[config.mk]
export PLATFORM = sky130hd
export DESIGN_NAME = regs_file_xys
export DESIGN_NICKNAME = d
export VERILOG_FILES = /design/src/rtl/regs_file_xys.sv
export SDC_FILE = /design/constraint.sdc
export NUM_CORES = 1
export LEC_CHECK = 0
export CORE_UTILIZATION = 35
export DETAILED_ROUTE_END_ITERATION = 6
export GPL_TIMING_DRIVEN = 0
export PLACE_DENSITY = 0.58
export SYNTH_ARGS = -nofsm -noshare
export SYNTH_HDL_FRONTEND = slang
export SYNTH_SLANG_ARGS = --single-unit
[constraint.sdc]
create_clock -name PHI0 -period 4.6 [get_ports PHI0]
set_input_delay 0.92 -clock PHI0 [delete_from_list [all_inputs] [get_ports PHI0]]
set_output_delay 0.92 -clock PHI0 [all_outputs]
set_load 0.05 [all_outputs]
[src/rtl/regs_file_xys.sv]
// 6502 X/Y/S index and stack register file with wired-AND SB bus resolution,
// SB hold latch, S-to-ADL drive and a saturating SB contention counter.
// Optional debug access port is enabled by defining REGS_DEBUG_EN.
module regs_file_xys #(
    parameter logic [7:0] S_INIT       = 8'h00,
    parameter logic [7:0] SB_PRECHARGE = 8'hFF,
    parameter int         CNT_W        = 4
) (
    input  logic             PHI0,
    input  logic             n_RES,
    input  logic             X_SB,
    input  logic             Y_SB,
    input  logic             S_SB,
    input  logic             SB_X,
    input  logic             SB_Y,
    input  logic             SB_S,
    input  logic             S_S,
    input  logic             S_ADL,
    input  logic [7:0]       SB_EXT,
    input  logic             SB_EXT_DRV,
    output logic [7:0]       SB,
    output logic             SB_FLOAT,
    output logic             SB_CONFLICT,
    output logic [7:0]       ADL,
    output logic             ADL_DRV,
`ifdef REGS_DEBUG_EN
    output logic [23:0]      DBG_REGS,
    input  logic             DBG_WE,
    input  logic [23:0]      DBG_WDATA,
`endif
    output logic [CNT_W-1:0] CONFLICT_CNT
);

    localparam logic [CNT_W-1:0] CNT_ONE = {{(CNT_W-1){1'b0}}, 1'b1};
    localparam logic [CNT_W-1:0] CNT_MAX = '1;

    logic [7:0]       x_q, x_d;
    logic [7:0]       y_q, y_d;
    logic [7:0]       s_q, s_d;
    logic [7:0]       hold_q, hold_d;
    logic [CNT_W-1:0] cnt_q, cnt_d;

    logic [7:0] sb_and;
    logic [7:0] sb_bus;
    logic [2:0] n_drv;
    logic       bus_float;
    logic       bus_conflict;

    // NOTE: every variable written in always_comb gets a default first, so no path leaves it unassigned and no latch is inferred.
    always_comb begin
        sb_and = 8'hFF;
        n_drv  = 3'd0;
        if (X_SB)       begin sb_and = sb_and & x_q;    n_drv = n_drv + 3'd1; end
        if (Y_SB)       begin sb_and = sb_and & y_q;    n_drv = n_drv + 3'd1; end
        if (S_SB)       begin sb_and = sb_and & s_q;    n_drv = n_drv + 3'd1; end
        if (SB_EXT_DRV) begin sb_and = sb_and & SB_EXT; n_drv = n_drv + 3'd1; end
        bus_float = (n_drv == 3'd0);
        sb_bus    = bus_float ? hold_q : sb_and;
        // A lone driver always equals the AND, so this only fires with two or more.
        bus_conflict = (X_SB && (x_q != sb_and)) || (Y_SB && (y_q != sb_and)) ||
                       (S_SB && (s_q != sb_and)) || (SB_EXT_DRV && (SB_EXT != sb_and));
    end

    always_comb begin
        x_d    = x_q;
        y_d    = y_q;
        s_d    = s_q;
        hold_d = bus_float ? hold_q : sb_and;
        cnt_d  = (bus_conflict && (cnt_q != CNT_MAX)) ? cnt_q + CNT_ONE : cnt_q;
        if (SB_X) x_d = sb_bus;
        if (SB_Y) y_d = sb_bus;
        if (SB_S)     s_d = sb_bus;
        else if (S_S) s_d = s_q;
`ifdef REGS_DEBUG_EN
        if (DBG_WE) {s_d, y_d, x_d} = DBG_WDATA;
`endif
    end

    // NOTE: sequential state uses non-blocking assignments so all flops sample pre-edge values together.
    always_ff @(posedge PHI0 or negedge n_RES) begin
        if (!n_RES) begin
            x_q    <= 8'h00;
            y_q    <= 8'h00;
            s_q    <= S_INIT;
            hold_q <= SB_PRECHARGE;
            cnt_q  <= '0;
        end else begin
            x_q    <= x_d;
            y_q    <= y_d;
            s_q    <= s_d;
            hold_q <= hold_d;
            cnt_q  <= cnt_d;
        end
    end

    // Reset forces the bus-facing outputs to their idle values even while strobes are active.
    assign SB           = n_RES ? sb_bus : SB_PRECHARGE;
    assign SB_FLOAT     = !n_RES || bus_float;
    assign SB_CONFLICT  = n_RES && bus_conflict;
    assign ADL          = (n_RES && S_ADL) ? s_q : SB_PRECHARGE;
    assign ADL_DRV      = n_RES && S_ADL;
    assign CONFLICT_CNT = cnt_q;

`ifdef REGS_DEBUG_EN
    assign DBG_REGS = {s_q, y_q, x_q};
`endif

endmodule
# Yosys cells after proc, flatten, opt, wreduce, memory -nomap -nowiden
# Cells that the tools add are included.
# totals
reg_bits,36
output_inout_bits,23
# classes
addsub,4
eq_ne,5
n_mux,11
n_bitwise,3
reduce_logical,13
# ops
operator,n
two-way mux 8 bit,7
!= test 8 bit,4
AND 8 bit,3
"adder 3 x 1 -> 3 bit, second input constant",3
two-way mux 3 bit,3
logical AND 1 bit,7
"adder 4 x 1 -> 4 bit, second input constant",1
logical OR 1 bit,4
"!= test 4 bit, second input constant",1
zero test 3 bit,1
zero test 1 bit,1
two-way mux 1 bit,1

# Depth between registers and ports, before layout
# depth
ltp_word,13
mapped_depth,10

# Least setup slack after synthesis
# Ideal clock, no wire load.
# synth_timing
path_type,input -> output
from,input X_SB
to,output SB[0]
arrival_ns,2.895
required_time_ns,3.680
setup_slack_ns,0.785
path_stages,10
path_buffers,1
path_cell_list,inv_1 ha_1 xor2_1 ha_1 nor2_1 nand3_1 o31ai_1 buf_2 mux2i_1 nand2_1
# synth_between
elab_chain_len,10
# synth_lines
element,line,source
start: declaration,11,"input logic X_SB,"
two-way mux 1 bit,53,if (X_SB) begin sb_and = sb_and & x_q; n_drv = n_drv + 3'd1; end
adder 3 x 1 -> 3 bit,54,if (Y_SB) begin sb_and = sb_and & y_q; n_drv = n_drv + 3'd1; end
two-way mux 3 bit,54,
adder 3 x 1 -> 3 bit,55,if (S_SB) begin sb_and = sb_and & s_q; n_drv = n_drv + 3'd1; end
two-way mux 3 bit,55,
adder 3 x 1 -> 3 bit,56,if (SB_EXT_DRV) begin sb_and = sb_and & SB_EXT; n_drv = n_drv + 3'd1; end
two-way mux 3 bit,56,
zero test 3 bit,57,bus_float = (n_drv == 3'd0);
two-way mux 8 bit *,n/a,
two-way mux 8 bit *,97,assign SB = n_RES ? sb_bus : SB_PRECHARGE;
end: declaration,21,"output logic [7:0] SB,"
# Every way passes the cells marked *; elsewhere a longest branch is shown, timed or not.

# Worst setup path in the final report
# layout_timing
from,input S_SB
to,output SB_CONFLICT
# layout_between
elab_chain_len,9
# layout_lines
element,line,source
start: declaration,13,"input logic S_SB,"
two-way mux 8 bit,55,
AND 8 bit,56,
two-way mux 8 bit,56,
!= test 8 bit,60,bus_conflict = (X_SB && (x_q != sb_and)) || (Y_SB && (y_q != sb_and)) ||
logical AND 1 bit,60,
logical OR 1 bit (2 in series),60,
logical OR 1 bit *,61,(S_SB && (s_q != sb_and)) || (SB_EXT_DRV && (SB_EXT != sb_and));
logical AND 1 bit *,99,assign SB_CONFLICT = n_RES && bus_conflict;
end: declaration,23,"output logic SB_CONFLICT,"
# Marked as above.

==> out/qor.yml <==
synthMuxAreaShare: 0.04730
drv_cap: 0
start_util: 0.3710
cp.arrival_ps: 3600
setup_viol: 0
synth_ff_type: "dfrtp_1"
antenna_left: 0
period_share: 0.9832
dieHeight_um: 82.15
layout_min_cycle_time_ps: 4523
r2r_slack_ps: 2160
ios: 42
final_cell_mix: "xnor2_1 (30), dfrtp_1 (28), nor2_1 (26), a21oi_1 (26), clkdlybuf4s50_1 (24)"
clkLatencyLatePin_ps: 280
core_mm2: 0.006061
hpwl_um: 4061
synth_edf_count: 0
slew_viol_final: 0
status: "completed"
cts_tree: "built"
grt_max_degree: 39
layout_commonest_cell: "xnor2_1"
critPathLaunchType: "input pin"
p_total_mw: 1.337
route.detailed.drc: 0
synth_cell_types: 36
required_ps: 3680
hold_viol_final: 0
htreeDepth: 2
clock_sinks: 36
grtUsageMet2: 0.2967
cp_cell_sequence: "clkdlybuf4s50_1, and2b_1, a2111oi_4, xnor2_1, nand4_1, o21ai_1, nand4_2, and2_2, dlygate4sd2_1"
seq_area_frac_synth: 0.4051
use_met1: 0.2765
r2r_cells: 8
grtUsageMet3: 0.02418
first_global_vias: 1866
num_rows: 28
routedWlPerCell_um: 16.12
yosys.area_share.simple: 0.2037
synth_top_family_by_area: "simple AND/OR/NAND/NOR gates"
yosysWarnings: 0
hold_buffers: 0
ys_top_cells_by_area: "dfrtp_1 (31%), xnor2_1 (12%), dfstp_2 (9.3%)"
root_buffer: "clkbuf_8"
die_area_mm2: 0.006749
drt_iter0_markers: 68
busiest_layer: "met2"
syn2layout_area_growth_pct: 31.05
hold_path_class: "register to register"
grt_pass1_wl_um: 9466
gp_congestion: 0.8096
synth_adder_area_share: 0.02226
synth_compound_gate_area_share: 0.1391
crit_type: "input pin to primary output"
dieWidth_um: 82.15
endpoint_kind: "primary output"
fmax_ghz: 0.2211
relSlewSlack: 0.4311
syn_inst: 241
cts.clk_slew.worst_paths_ps: 70
ys_seq_elements: 36
port_buffers: 37
synth-xor-area-share: 0.1247
via_count: 1830
synth-async-reset-ratio: 1.000
synth_top_area_frac: 0.3116
drt_pass1_iterations: 5
crit_fanout: 5
vdd_ir_drop_max_mv: 0.1874
clk_path_buf_depth: 2
grtUsageTotal: 0.1918
syn-num-nets: 264
wirelength_um: 5915
cp_slowest_cell: "clkdlybuf4s50_1"
mappedNetlistArea_mm2: 0.002248
cts_buffers: 5
drive_above_1_share: 0.2192
cpPeakStageDelay_ps: 550
final_nets: 314
vias_per_cell: 4.986
grt-ovfl-total: 0
fin_skew_ps: 4.168
dpl_worst_slack_ps: -876.7
min_path_cells: 1
power_density_mw_per_mm2: 453.8
antenna_found_initial: 0
synth_area_per_cell_um2: 9.329
hold_ws_ps: 537.1
leakage_nw: 1.190
timing.final.ws_setup_ps: 77.46
diodes: 0
worst_pin_slew_ps: 853.3
synth_top_area_cell: "dfrtp_1"
==> cell families (layout without fill, tap and decap cells) <==
| group | after synthesis | count (layout) |
|---|---|---|
| mux | 10 | 10 |
| fa+ha+maj | 4 | 4 |
| flops | 36 | 36 |
| xor+xnor | 32 | 32 |
| buf+inv | 30 | 81 |
| simple gates | 85 | 85 |
| compound gates | 44 | 44 |
==> layer usage <==
layer	routed length [um]	up-vias	part of all wire
li1	-	902	-
met5	0	-	0
met4	75	0	0.013
met2	2614	53	0.44
met3	378	6	0.064
met1	2846	869	0.48
==> worst paths after layout <==
check / start / to
max: S_SB / SB_CONFLICT
min: CONFLICT_CNT[0]$_DFFE_PN0P_ / CONFLICT_CNT[0]$_DFFE_PN0P_
max reg2reg: s_q[2]$_DFFE_PN0P_ / CONFLICT_CNT[1]$_DFFE_PN0P_
min reg2reg: CONFLICT_CNT[0]$_DFFE_PN0P_ / CONFLICT_CNT[0]$_DFFE_PN0P_
max in group asynchronous: n_RES / y_q[1]$_DFFE_PN0P_
min in group asynchronous: n_RES / y_q[6]$_DFFE_PN0P_
==> through the flow <==
| step | util | instance area, um^2 | instances | TNS, ps |
|---|---|---|---|---|
| final | 0.4862 | 2947 | 367 | 0 |
| after global routing | 0.4862 | 2947 | 367 | -23.10 |
| after CTS | 0.4779 | 2897 | 363 | 0 |
| after detailed placement | 0.4467 | 2708 | 353 | -7595 |
| after global placement | 0.4476 | 2713 | 353 | -13710 |
| after floorplan | - | 2248 | 241 | 0 |
==> where the power goes <==
part / leakage [nW] / internal (mW) / switching (mW)
clock: 0.0455 / 0.122 / 0.110
sequential: 0.410 / 0.407 / 0.0790
combinational: 0.734 / 0.276 / 0.343
total: 1.19 / 0.805 / 0.533
==> registers in the layout (all words and copies together) (netlist names) <==
name	cells
CONFLICT_CNT	4
x_q	8
s_q	8
hold_q	8
y_q	8
==> synth_stat cells (2+ instances only) <==
cell type	number
a2111oi_4	2
a21oi_1	26
buf_1	3
buf_2	8
clkbuf_1	4
dfrtp_1	28
dfstp_2	8
ha_1	4
inv_1	13
mux2i_1	8
nand2_1	10
nand2b_1	18
nand3_1	3
nand4_1	9
nor2_1	26
nor2b_1	5
o2111a_1	6
o21ai_1	4
o31ai_1	2
or2_2	8
xnor2_1	30
xor2_1	2
==> final cells by class <==
| class | instances | area, um^2 |
|---|---|---|
| tap | 75 | 93.84 |
| timing repair buffer | 43 | 414.1 |
| multi-input combinational | 175 | 1299 |
| clock buffer | 8 | 90.09 |
| inverter | 14 | 52.55 |
| fill | 603 | 3114 |
| sequential | 36 | 910.9 |
| buffer | 16 | 86.33 |
==> critical path, delay by kind of cell <==
| family | cells | cell delay [ps] |
|---|---|---|
| simple gates | 4 | 820 |
| buf+inv | 2 | 960 |
| xor+xnor | 1 | 180 |
| compound gates | 2 | 710 |
==> repair_timing <==
action / in CTS / in global routing
endpoints found under the setup margin: 10 / 8
buffers inserted: 1 / 4
gates cloned: 1 / 0
gates resized for setup: 48 / 12
No activity file was read; power rests on OpenSTA's default activity.
==> variant, RTL diff (config.mk and constraints unchanged) <==
Take the reset off `x_q` and `y_q` and load them in a clocked block of their own.
--- a/src/rtl/regs_file_xys.sv
+++ b/src/rtl/regs_file_xys.sv
@@ -79,18 +79,19 @@
     // NOTE: sequential state uses non-blocking assignments so all flops sample pre-edge values together.
     always_ff @(posedge PHI0 or negedge n_RES) begin
         if (!n_RES) begin
-            x_q    <= 8'h00;
-            y_q    <= 8'h00;
             s_q    <= S_INIT;
             hold_q <= SB_PRECHARGE;
             cnt_q  <= '0;
         end else begin
-            x_q    <= x_d;
-            y_q    <= y_d;
             s_q    <= s_d;
             hold_q <= hold_d;
             cnt_q  <= cnt_d;
         end
+    end
+
+    always_ff @(posedge PHI0) begin
+        x_q <= x_d;
+        y_q <= y_d;
     end
 
     // Reset forces the bus-facing outputs to their idle values even while strobes are active.
Check against the original RTL: not equivalent (Yosys sat finds a counterexample within 4 cycles, from zero or initial values; the reset may be asserted at any time).
==> variant against the unedited design <==
  * Critical path type unchanged
  * Count of clock-buffer cells in the layout shrank 1
  * Cell area decreased by 4.8%
  * Critical endpoint unchanged
  * Synthesized area decreased by 1.3%
  * Sequential cell count is the same
  * Setup slack gained 0.10 ns
  * Wire length decreased by 14%
  * First-iteration DRC count shrank 22%
  * Largest power group unchanged
  * Cell count decreased by 10%
  * Total power is 11% lower
==> variant: results (changes against the unedited design) <==
stage,metric,value,unit,change
outcome,status,"complete, no violations",,
worst_hold_path,hold_class,register to register,,
detailed_routing,drtPass1Iterations,4,,-1
logic_synthesis,synth_commonest_cells,"29 x xnor2_1, 17 x nand2b_1, 16 x edfxtp_1, 13 x inv_1, 12 x dfrtp_1",,
setup_path,r2r_start,y_q[2],,
logic_synthesis,ys_seq_area_share,44.6,%,+4.1 points
detailed_routing,drc,0,,unchanged
placed_design,gp_congestion,0.786,,-2.9%
logic_synthesis,synthArstFlopShare,55.6,%,-44 points
global_route,grt_max_degree,23,,-41%
detailed_routing,drt_iter0_drc,53,,-22%
setup_path,critPathArrivalTime,3.50,ns,-0.10 ns
power,max-vdd-ir-drop,0.268,mV,+43%
setup_path,cp-startpoint,S_SB,,
logic_synthesis,synth.area.top_cells,"edfxtp_1 22%, dfrtp_1 14%, xnor2_1 11%, dfstp_2 9.5%, nand2b_1 4.8%",,
setup_path,r2r_slack,2.19,ns,+0.03 ns
placed_design,hpwl,3860,um,-4.8%
timing,worstMarginPinSlew,0.967,ns,+0.113 ns
logic_synthesis,synth_ff_type,edfxtp_1,,
placed_design,port_buffers,39,,+5.4%
final_layout,drive_gt1_share,22.8,%,+0.92 points
logic_synthesis,syn_nets,228,,-14%
global_route,antenna_found_initial,0,,unchanged
cts,clock_latency,0.29,ns,
logic_synthesis,synth_cell_types,40,,+11%
timing,finalClockSkew,0.00400,ns,-0.000168 ns
power,p_leak,1.11,nW,-6.4%
final_layout,nets,276,,-12%
detailed_routing,vias,1612,,-12%
global_route,grt_first_pass_wirelength,8240,um,-13%
detailed_routing,routed_wl,5100,um,-14%
global_route,gr-usage-all-layers,17.0,%,-2.2 points
setup_path,slowest_delay,0.52,ns,-0.03 ns
[variant: worst min path at each step]
stage | startpoint | depth (start not counted) | end | slack (ns)
after floorplan | s_q[5] | 2 | s_q[5] | 0.54
after global placement | CONFLICT_CNT[0] | 1 | CONFLICT_CNT[0] | 0.54
after detailed placement | CONFLICT_CNT[0] | 1 | CONFLICT_CNT[0] | 0.53
after CTS | CONFLICT_CNT[0] | 1 | CONFLICT_CNT[0] | 0.55
after global routing | CONFLICT_CNT[0] | 1 | CONFLICT_CNT[0] | 0.56
final | CONFLICT_CNT[0] | 1 | CONFLICT_CNT[0] | 0.55
[variant: final cells by class]
cell class / count / area [um2]
fillers: 593 / 3220
multi-input cells: 143 / 1100
flip-flops and latches: 36 / 991
repair buffers: 41 / 390
well taps: 75 / 93.8
plain buffers: 12 / 92.6
clock buffers: 7 / 76.3
inverters: 14 / 52.6
clock inverters: 1 / 3.75
[variant: worst register-to-register path: stages (launching register included)]
cell and delay (ns):
edfxtp_1 0.37, and2b_2 0.25, a2111oi_4 0.47, xnor2_1 0.18, nand4_1 0.11, o21ai_1 0.20, nand4_2 0.23, and2_4 0.22
mux2_4 0.28
[variant: cell families after synthesis]
kind of cell | synth area share (%)
compound gates | 10.5
xor+xnor | 13.0
fa+ha+maj | 2.25
buf+inv | 6.43
flops | 44.6
mux | 4.79
simple gates | 18.4
[variant: timing repair]
action | 4_1_cts | 5_1_grt
pin swaps | 0 | 1
endpoints found under the setup margin | 10 | 18
endpoints found under the hold margin | 0 | 0
setup buffers | 0 | 1
resized for setup | 32 | 18
hold buffers | 0 | 0
gates cloned | 0 | 1
[variant: report_power, final]
group	switching, mW	internal [mW]	total [mW]
Sequential	0.0578	0.419	0.476
Combinational	0.283	0.215	0.499
Clock	0.109	0.105	0.214
[variant: stage by stage]
step	power, mW	worst slack (ns)	TNS, ns	instances	instance area [um2]
5_1_grt	1.26	0.00533	0	329	2810
6_report	1.19	0.181	0	329	2810
4_1_cts	1.19	-0.153	-1.02	327	2800
2_1_floorplan	0.825	0.890	0	205	2220
3_3_place_gp	0.974	-0.747	-6.57	319	2700
3_5_place_dp	0.978	-0.695	-6.23	319	2700
[variant: metal layers]
metal	global-route usage, %	share of wire (%)	wire length [um]	vias up
met5	0	0	0	-
met4	5.26	1.2	62	0
met3	3.78	6.1	311	6
met2	25.6	43	2190	51
met1	24.1	50	2530	765
li1	-	-	-	790
